[src/rtl/seq_game_engine.sv]
// seq_game_engine: plays NUM_GAMES pattern sequences in order,
// with per-step timeout, lives and a pre-empt abort.
module seq_game_engine #(
  parameter int NUM_GAMES  = 3,
  parameter int SEQ_LEN    = 3,
  parameter int IN_W       = 13,
  parameter int STEP_TICKS = 0,
  parameter int LIVES_INIT = 3
) (
  input  logic                                   Clk,
  input  logic                                   Reset,
  input  logic                                   clear,
  input  logic                                   start,
  input  logic                                   abort,
  input  logic                                   tick,
  input  logic [IN_W-1:0]                        in_vec,
  input  logic [NUM_GAMES*SEQ_LEN*IN_W-1:0]      patterns,
  output logic                                   busy,
  output logic [$clog2(NUM_GAMES+1)-1:0]         game_idx,
  output logic [$clog2(SEQ_LEN)-1:0]             step_idx,
  output logic [2:0]                             lives,
  output logic                                   done,
  output logic                                   fail,
  output logic                                   aborted,
  output logic                                   all_done
);

  localparam int GW = $clog2(NUM_GAMES+1);
  localparam int SW = $clog2(SEQ_LEN);
  localparam int TW = (STEP_TICKS > 1) ? $clog2(STEP_TICKS) : 1;
  localparam logic [TW-1:0] TLAST = TW'(STEP_TICKS-1);
  localparam logic [2:0]    LINIT = 3'(LIVES_INIT);

  typedef enum logic [1:0] {
    S_IDLE,
    S_ARM,
    S_STEP,
    S_REL
  } state_t;

  state_t          state_q;
  logic [GW-1:0]   game_q;
  logic [SW-1:0]   step_q;
  logic [2:0]      lives_q;
  logic [TW-1:0]   timer_q;
  logic            done_q;
  logic            fail_q;
  logic            abort_q;

  logic [IN_W-1:0] pat_p;
  logic [IN_W-1:0] pat_q;
  logic            all_done_w;
  logic            in_zero;
  logic            match;
  logic            illegal;
  logic            last_step;
  logic            timeout;

  // Select the current target pattern and the one before it.
  always_comb begin
    pat_p = '0;
    pat_q = '0;
    for (int g = 0; g < NUM_GAMES; g++) begin
      for (int k = 0; k < SEQ_LEN; k++) begin
        if (game_q == GW'(g) && step_q == SW'(k))
          pat_p = patterns[(g*SEQ_LEN+k)*IN_W +: IN_W];
      end
      for (int k = 0; k < SEQ_LEN-1; k++) begin
        if (game_q == GW'(g) && step_q == SW'(k+1))
          pat_q = patterns[(g*SEQ_LEN+k)*IN_W +: IN_W];
      end
    end
  end

  assign all_done_w = (game_q == GW'(NUM_GAMES));
  assign in_zero    = (in_vec == '0);
  assign match      = (in_vec == pat_p);
  assign illegal    = |(in_vec & ~(pat_p | pat_q));
  assign last_step  = (step_q == SW'(SEQ_LEN-1));
  assign timeout    = (STEP_TICKS != 0) && tick
                      && (timer_q == TLAST);

  // Game sequencing FSM with registered event pulses.
  always_ff @(posedge Clk or posedge Reset) begin
    if (Reset) begin
      state_q <= S_IDLE;
      game_q  <= '0;
      step_q  <= '0;
      lives_q <= LINIT;
      timer_q <= '0;
      done_q  <= 1'b0;
      fail_q  <= 1'b0;
      abort_q <= 1'b0;
    end else begin
      done_q  <= 1'b0;
      fail_q  <= 1'b0;
      abort_q <= 1'b0;
      if (clear) begin
        state_q <= S_IDLE;
        game_q  <= '0;
        step_q  <= '0;
        lives_q <= LINIT;
        timer_q <= '0;
      end else begin
        unique case (state_q)
          S_IDLE: begin
            if (start && lives_q != 3'd0 && !all_done_w)
              state_q <= S_ARM;
          end
          S_ARM: begin
            if (abort) begin
              state_q <= S_IDLE;
              abort_q <= 1'b1;
            end else if (in_zero) begin
              state_q <= S_STEP;
              step_q  <= '0;
              timer_q <= '0;
            end
          end
          S_STEP: begin
            if (abort) begin
              state_q <= S_IDLE;
              step_q  <= '0;
              abort_q <= 1'b1;
            end else if (match) begin
              if (last_step) begin
                state_q <= S_REL;
              end else begin
                step_q  <= step_q + SW'(1);
                timer_q <= '0;
              end
            end else if (illegal || timeout) begin
              fail_q  <= 1'b1;
              state_q <= S_IDLE;
              step_q  <= '0;
              if (lives_q != 3'd0)
                lives_q <= lives_q - 3'd1;
            end else if (tick && STEP_TICKS != 0) begin
              timer_q <= timer_q + TW'(1);
            end
          end
          S_REL: begin
            if (abort) begin
              state_q <= S_IDLE;
              step_q  <= '0;
              abort_q <= 1'b1;
            end else if (in_zero) begin
              state_q <= S_IDLE;
              done_q  <= 1'b1;
              game_q  <= game_q + GW'(1);
              step_q  <= '0;
            end
          end
          default: state_q <= S_IDLE;
        endcase
      end
    end
  end

  assign busy     = (state_q != S_IDLE);
  assign game_idx = game_q;
  assign step_idx = step_q;
  assign lives    = lives_q;
  assign done     = done_q;
  assign fail     = fail_q;
  assign aborted  = abort_q;
  assign all_done = all_done_w;

endmodule

[config.mk]
export PLATFORM = sky130hd
export DESIGN_NAME = seq_game_engine
export DESIGN_NICKNAME = d
export VERILOG_FILES = /design/src/rtl/seq_game_engine.sv
export SDC_FILE = /design/constraint.sdc
export NUM_CORES = 1
export LEC_CHECK = 0
export ABC_CLOCK_PERIOD_IN_PS = 8600
export CORE_MARGIN = 2
export CORE_UTILIZATION = 48
export DETAILED_ROUTE_END_ITERATION = 6
export PLACE_DENSITY_LB_ADDON = 0.1
export SETUP_SLACK_MARGIN = 0.02
export SLEW_MARGIN = 20
export SYNTH_ARGS = -nofsm -noshare
export SYNTH_HDL_FRONTEND = slang
export SYNTH_SLANG_ARGS = --single-unit
[constraint.sdc]
create_clock -name Clk -period 8.6 [get_ports Clk]
set_input_delay 1.29 -clock Clk [delete_from_list [all_inputs] [get_ports Clk]]
set_output_delay 1.29 -clock Clk [all_outputs]
set_load 0.02 [all_outputs]
# Word-level counts from Yosys, hierarchy flattened

Index checks and enable logic that the tools add are counted.

Word-level logic and storage cells: 117
Output and inout bits: 12
Register bits: 12

Muxes and demuxes: 56
Bitwise logic cells: 3
Add/subtract/negate cells: 3
Reduce and logical (&&, ||, !) cells: 30
Equality and inequality tests: 18

Operator list:

| kind                                                                   | number |
|---|---|
| 13-bit 2-to-1 mux                                                      | 15 |
| 2-bit 2-to-1 mux                                                       | 21 |
| 3-bit 2-to-1 mux                                                       | 6 |
| 5-bit != test (second input constant)                                  | 3 |
| 13-bit bitwise AND                                                     | 1 |
| 13-bit equality test                                                   | 1 |
| 13-bit zero test                                                       | 1 |
| 13-bit inverter                                                        | 1 |
| 13-bit OR                                                              | 1 |
| 13-bit OR reduction                                                    | 1 |
| 1-bit 2-to-1 mux                                                       | 12 |
| 2-bit nonzero test                                                     | 6 |
| 1-bit logical AND                                                      | 11 |
| 2-bit equality test (second input constant)                            | 5 |
| 5-bit AND reduction                                                    | 2 |
| 4-bit != test (second input constant)                                  | 2 |
| 2-bit one-hot mux with 4 select lines                                  | 1 |
| 2-bit by 1-bit equality test with 1-bit output (second input constant) | 3 |
| 2-bit zero test                                                        | 3 |
| 3-bit != test (second input constant)                                  | 2 |
| 2-bit one-hot mux with 3 select lines                                  | 1 |
| 2-bit by 1-bit adder with 2-bit output (second input constant)         | 2 |
| 2-bit != test (second input constant)                                  | 2 |
| 4-bit AND reduction                                                    | 1 |
| other kinds (6)                                                        | 6 |

# Depth between registers and ports, before layout

Depth in word-level cells: 20
Gate-level depth with buffers: 16

# Least setup slack after synthesis

OpenSTA, ideal clock, no wires.

Path kind: input port to flip-flop
Start: input port patterns[17]
End: register step_q[1] (netlist: step_idx[1])
Path buffers: 1
Path slack: 4.991 ns
Stages on the path: 11
Data arrival time: 3.527 ns
Path through: a21oi_1 > a221oi_2 > o2111ai_1 > and4_1 > a2111o_1 > nor4_1 > and4b_1 > buf_4 > mux2i_1 > or4_1 > a31oi_1

Longest elaborated chain between the ends: 14

Ends and longest elaborated chain:

| item                           | line | text |
|---|---|---|
| from (decl)                    | 17   | `input logic [NUM_GAMES*SEQ_LEN*IN_W-1:0] patterns,` |
| 13-bit 2-to-1 mux (8 in a row) | 65   | `if (game_q == GW'(g) && step_q == SW'(k))` |
| 13-bit OR                      | 78   | `assign illegal = \|(in_vec & ~(pat_p \| pat_q));` |
| 13-bit inverter                | 78   |  |
| 13-bit bitwise AND             | 78   |  |
| 13-bit OR reduction            | 78   |  |
| 5-bit != test (no line)        | n/a  |  |
| 4-bit AND reduction (no line)  | n/a  |  |
| to (signal assigned)           | 129  | `step_q <= step_q + SW'(1);` |
| to (decl)                      | 43   | `logic [SW-1:0] step_q;` |

Several ways; a longest one is shown, not always the timed one.
A chain may end at the register's enable or synchronous reset.

# Final worst setup path

Start: register step_q[1] (netlist: step_idx[1])
End: register step_q[1] (netlist: step_idx[1])

Longest elaborated chain between the ends: 17

Ends and longest elaborated chain:

| item                           | line |
|---|---|
| 2-bit zero test                | 65 |
| 1-bit logical AND              | 65 |
| 13-bit 2-to-1 mux (9 in a row) | 65 |
| 13-bit OR                      | 78 |
| 13-bit inverter                | 78 |
| 13-bit bitwise AND             | 78 |
| 13-bit OR reduction            | 78 |
| 5-bit != test (no line)        | n/a |
| 4-bit AND reduction (no line)  | n/a |

Several ways; a longest one is shown, not always the timed one. The select of a mux whose other input is x is not followed.

==> results.md <==
* Antenna diodes at 0
* Post-CTS Repair Setup Buffers at 0
* Critical path's top delay family: simple AND/OR/NAND/NOR gates
* Final Hold Fails at 0
* Number of resized instances in the post-cts repair step at 0
* Antenna Violating Nets Remaining at 0
* Post-DR wirelength/cell at 21.3 um
* Number of buffers added on ports at around 150
* Gate Count Post-Synth at approximately 550
* Area of the mapped netlist at 3620 um2
* Number of global-route vias before repair at 4,978
* Via density per instance at 7.00
* Most numerous cell in the Yosys netlist: nand2_1
* # rows at 31
* Maximum clock skew at final layout at 0.00442 ns
* Number of flops mapped to enable cells by yosys at 0
* Clock Tree Buf Depth at 2
* Max Cap Viol at 0
* Clock-pin slew on the worst setup and hold paths at approximately 0.060 ns
* Max Slew Vio Count at 0
* Slowest-stage cell, CP: nor2b_1
* Pin count of the biggest net entering global routing at 97
* Final worst slack at a little under 4 ns
* Final Cell Area at 5090 um2
* WP data required at 8.76 ns
* Top FF cell, synth: dfrtp_1
* Leading cell types by count after synthesis: 55 x nand2_1, 53 x o21ai_0, 41 x a21oi_1
* TNS Setup at 0 ns
* Power per cell area at 50.2 nW/um2
* Syn nets at 697
* Number of antenna violations at the first check in global routing at 0
* TritonCTS clock tree: yes
* Net switching power at approximately 80 uW
* First-pass GRT wire length at between 20,000 and 30,000 um
* Via count at 5,291
* Switching part of the total at 0.308
* Mean instance size in the synthesized netlist at ~6.6 um2
* Worst path cell trace: inv_1, ha_2, buf_4, nor2b_1, a221oi_1, o32ai_1, a31oi_1, nor3_1, and4b_1, mux2i_1, or4_1, a31oi_1
* DRC marker count from the first detailed-route iteration at between 800 and 900
* Proportion of power drawn by the clock network at 0.250
* Final core occ at 0.698
* Synth warnings at 0
* Final GP Congestion at about 1.0
* Post-DP HPWL at about 12,000 um
* Share of Yosys cell area claimed by the top area cell type at 0.0733
* Share of the clock period used by the worst path after layout at 0.547
* Post-Route WL at around 16,000 um
* Comb power frac at 0.520
* Crit path arrival time at just under 5 ns
* Critical-path maximum fanout at 96
* Post-placement setup slack at approximately 4.0 ns
* Cts bufs inserted at 3
* Top cells by area, synth: o21ai_0 7.3%, dfrtp_1 6.9%, nand2_1 5.7%, a21oi_1 5.7%, ha_1 4.8%
* Die boundary height at 90.8 um
* Count of distinct cell types in the synthesized netlist at 70
* Total global routing track utilization at 0.374
* Placeable core region at between 7000 and 8000 um2
* Sequential share of power at 0.230
* Relative area change from synthesis to final layout at 40.7%
* Die area at 8250 um2
* Most frequent cell on the critical path: a31oi_1
* DRT Pass-1 Iters at 6
* Relative slew slack at 0.292
* Setup CP Type: flop to flop
* Category of the worst setup path capture point: flop
* I/O pins at about 150
* DRC at 0
* CTS HTree Levels at 1
* Register bit count reported by yosys at 12
* Total number of nets in the final design at 808
* Fraction of layout cells with a size suffix above 1 at 0.0365
* Unrepaired setup endpoints after global routing: false
* Die width at 90.8 um
* Count of final setup violators at 0
* Clock Latency Late Sink at 0.25 ns
* Cell leakage power at about 0.0018 uW
* Kind of start point of the critical path: flop
* Area of placed instances at around 5000 um2
* Number of hold-repair buffers added at the cts stage at 0
* Achievable clock frequency at roughly 210 MHz
* Largest incremental delay on the critical path at 0.94 ns
* Worst Tran Pin Value at between 1 and 1.5 ns
* Worst hold slack at 0.590 ns
* Outcome: finished clean
* Synth async-reset ratio at 1.00
* Worst IR Drop VDD at approximately 0.000055 V
* Clock tree sinks at 12
* Gr ovfl total at 0
* Root cell of the clock tree: clkbuf_8
* Cell internal power dissipation at approximately 180 uW
* Min-delay worst type: flop to flop
* Leading area contributor after synthesis: o21ai_0
* Sequential area share after synthesis at 0.0837
* Crit path buf inv count at 2
* Starting density of the core at 0.496
* Time the worst path needs with I/O delays and setup at between 4 and 5 ns
## cell type report
| type | instances | area (um2) |
|---|---|---|
| multi-input combinational | 463 | 3000 |
| inverter | 25 | 93.8 |
| sequential | 12 | 303 |
| fill | 640 | 2200 |
| tap | 99 | 124 |
| clock buffer | 4 | 55.1 |
| timing repair buffer | 153 | 1510 |
## per-stage QoR
stage / power (uW) / instances
2_1_floorplan: 99.4 / 547
3_3_place_gp: 187 / 752
3_5_place_dp: 188 / 752
4_1_cts: 254 / 756
5_1_grt: 268 / 756
6_report: 256 / 756
## tightest hold or removal path, stage by stage, from the launching register on
cell,delay [ns]
dfrtp_1,0.40
o21ai_0,0.09
a21oi_1,0.06
## registers in the layout (all words and copies together), names as in the netlist
register,count
lives,3
aborted,1
done,1
step_idx,2
game_idx,2
state_q,2
fail,1
## power by group through the flow
stage	clock network, uW	registers, uW	logic, uW
after global routing	68.4	59.1	140
after detailed placement	0	59.8	129
after CTS	65.6	58.9	130
after floorplan	0	60.2	39.2
after global placement	0	59.7	128
final	63.9	58.9	133
## layout by cell type (no fill, tap or decap), types with 3 or more instances in the layout
master,n
o211ai_1,10
nand2_1,55
o21ai_0,53
o21a_1,6
nor3b_1,5
o21bai_1,4
nor2b_1,28
a22o_1,16
clkdlybuf4s50_1,146
a31oi_1,9
nor2_1,28
a21oi_1,41
a22oi_1,10
a2111oi_0,7
nor4_1,5
a21o_1,11
o2111a_1,3
and2_1,4
o2111ai_1,5
o31ai_1,3
inv_1,25
o221ai_1,3
a221oi_1,13
nor3_1,14
ha_1,12
buf_4,7
nand3_1,8
nand4_1,6
a32oi_1,4
clkbuf_8,4
nand3b_1,12
mux2i_1,4
o22ai_1,14
and3_1,4
o2bb2ai_1,4
a211oi_1,7
dfrtp_1,10
nand2b_1,16
## routing by layer
metal	GRT usage	routed length (um)	vias up
met2	0.588	7100	480
met1	0.496	6270	2407
met4	0.163	770	0
li1	-	-	2315
met5	0	0	-
met3	0.0751	1970	89
## final timing paths
| kind | from | end | slack (ns) | cells past startpoint |
|---|---|---|---|---|
| worst min register to register | lives[2] | lives[2] | 0.59 | 2 |
| max in group asynchronous | Reset | lives[0] | 6.85 | 2 |
| worst max register to register | step_idx[1] | step_idx[1] | 3.90 | 12 |
| worst min-delay path | lives[2] | lives[2] | 0.59 | 2 |
| min in group asynchronous | Reset | fail | 1.39 | 2 |
| worst max-delay path | step_idx[1] | step_idx[1] | 3.90 | 12 |
## cell families (layout without fill, tap and decap cells)
| kind of cell | after synthesis | count (layout) | synth area share |
|---|---|---|---|
| AOI/OAI and AO/OA | 246 | 246 | 0.474 |
| xor gates and xnor gates | 2 | 2 | 0.00484 |
| adders and majority gates | 14 | 14 | 0.0484 |
| buffers and inverters | 72 | 182 | 0.0886 |
| DFF | 12 | 12 | 0.0837 |
| muxes | 6 | 6 | 0.0173 |
| and+or+nand+nor | 195 | 195 | 0.283 |
Note: power is estimated with default switching activity, not from simulation.
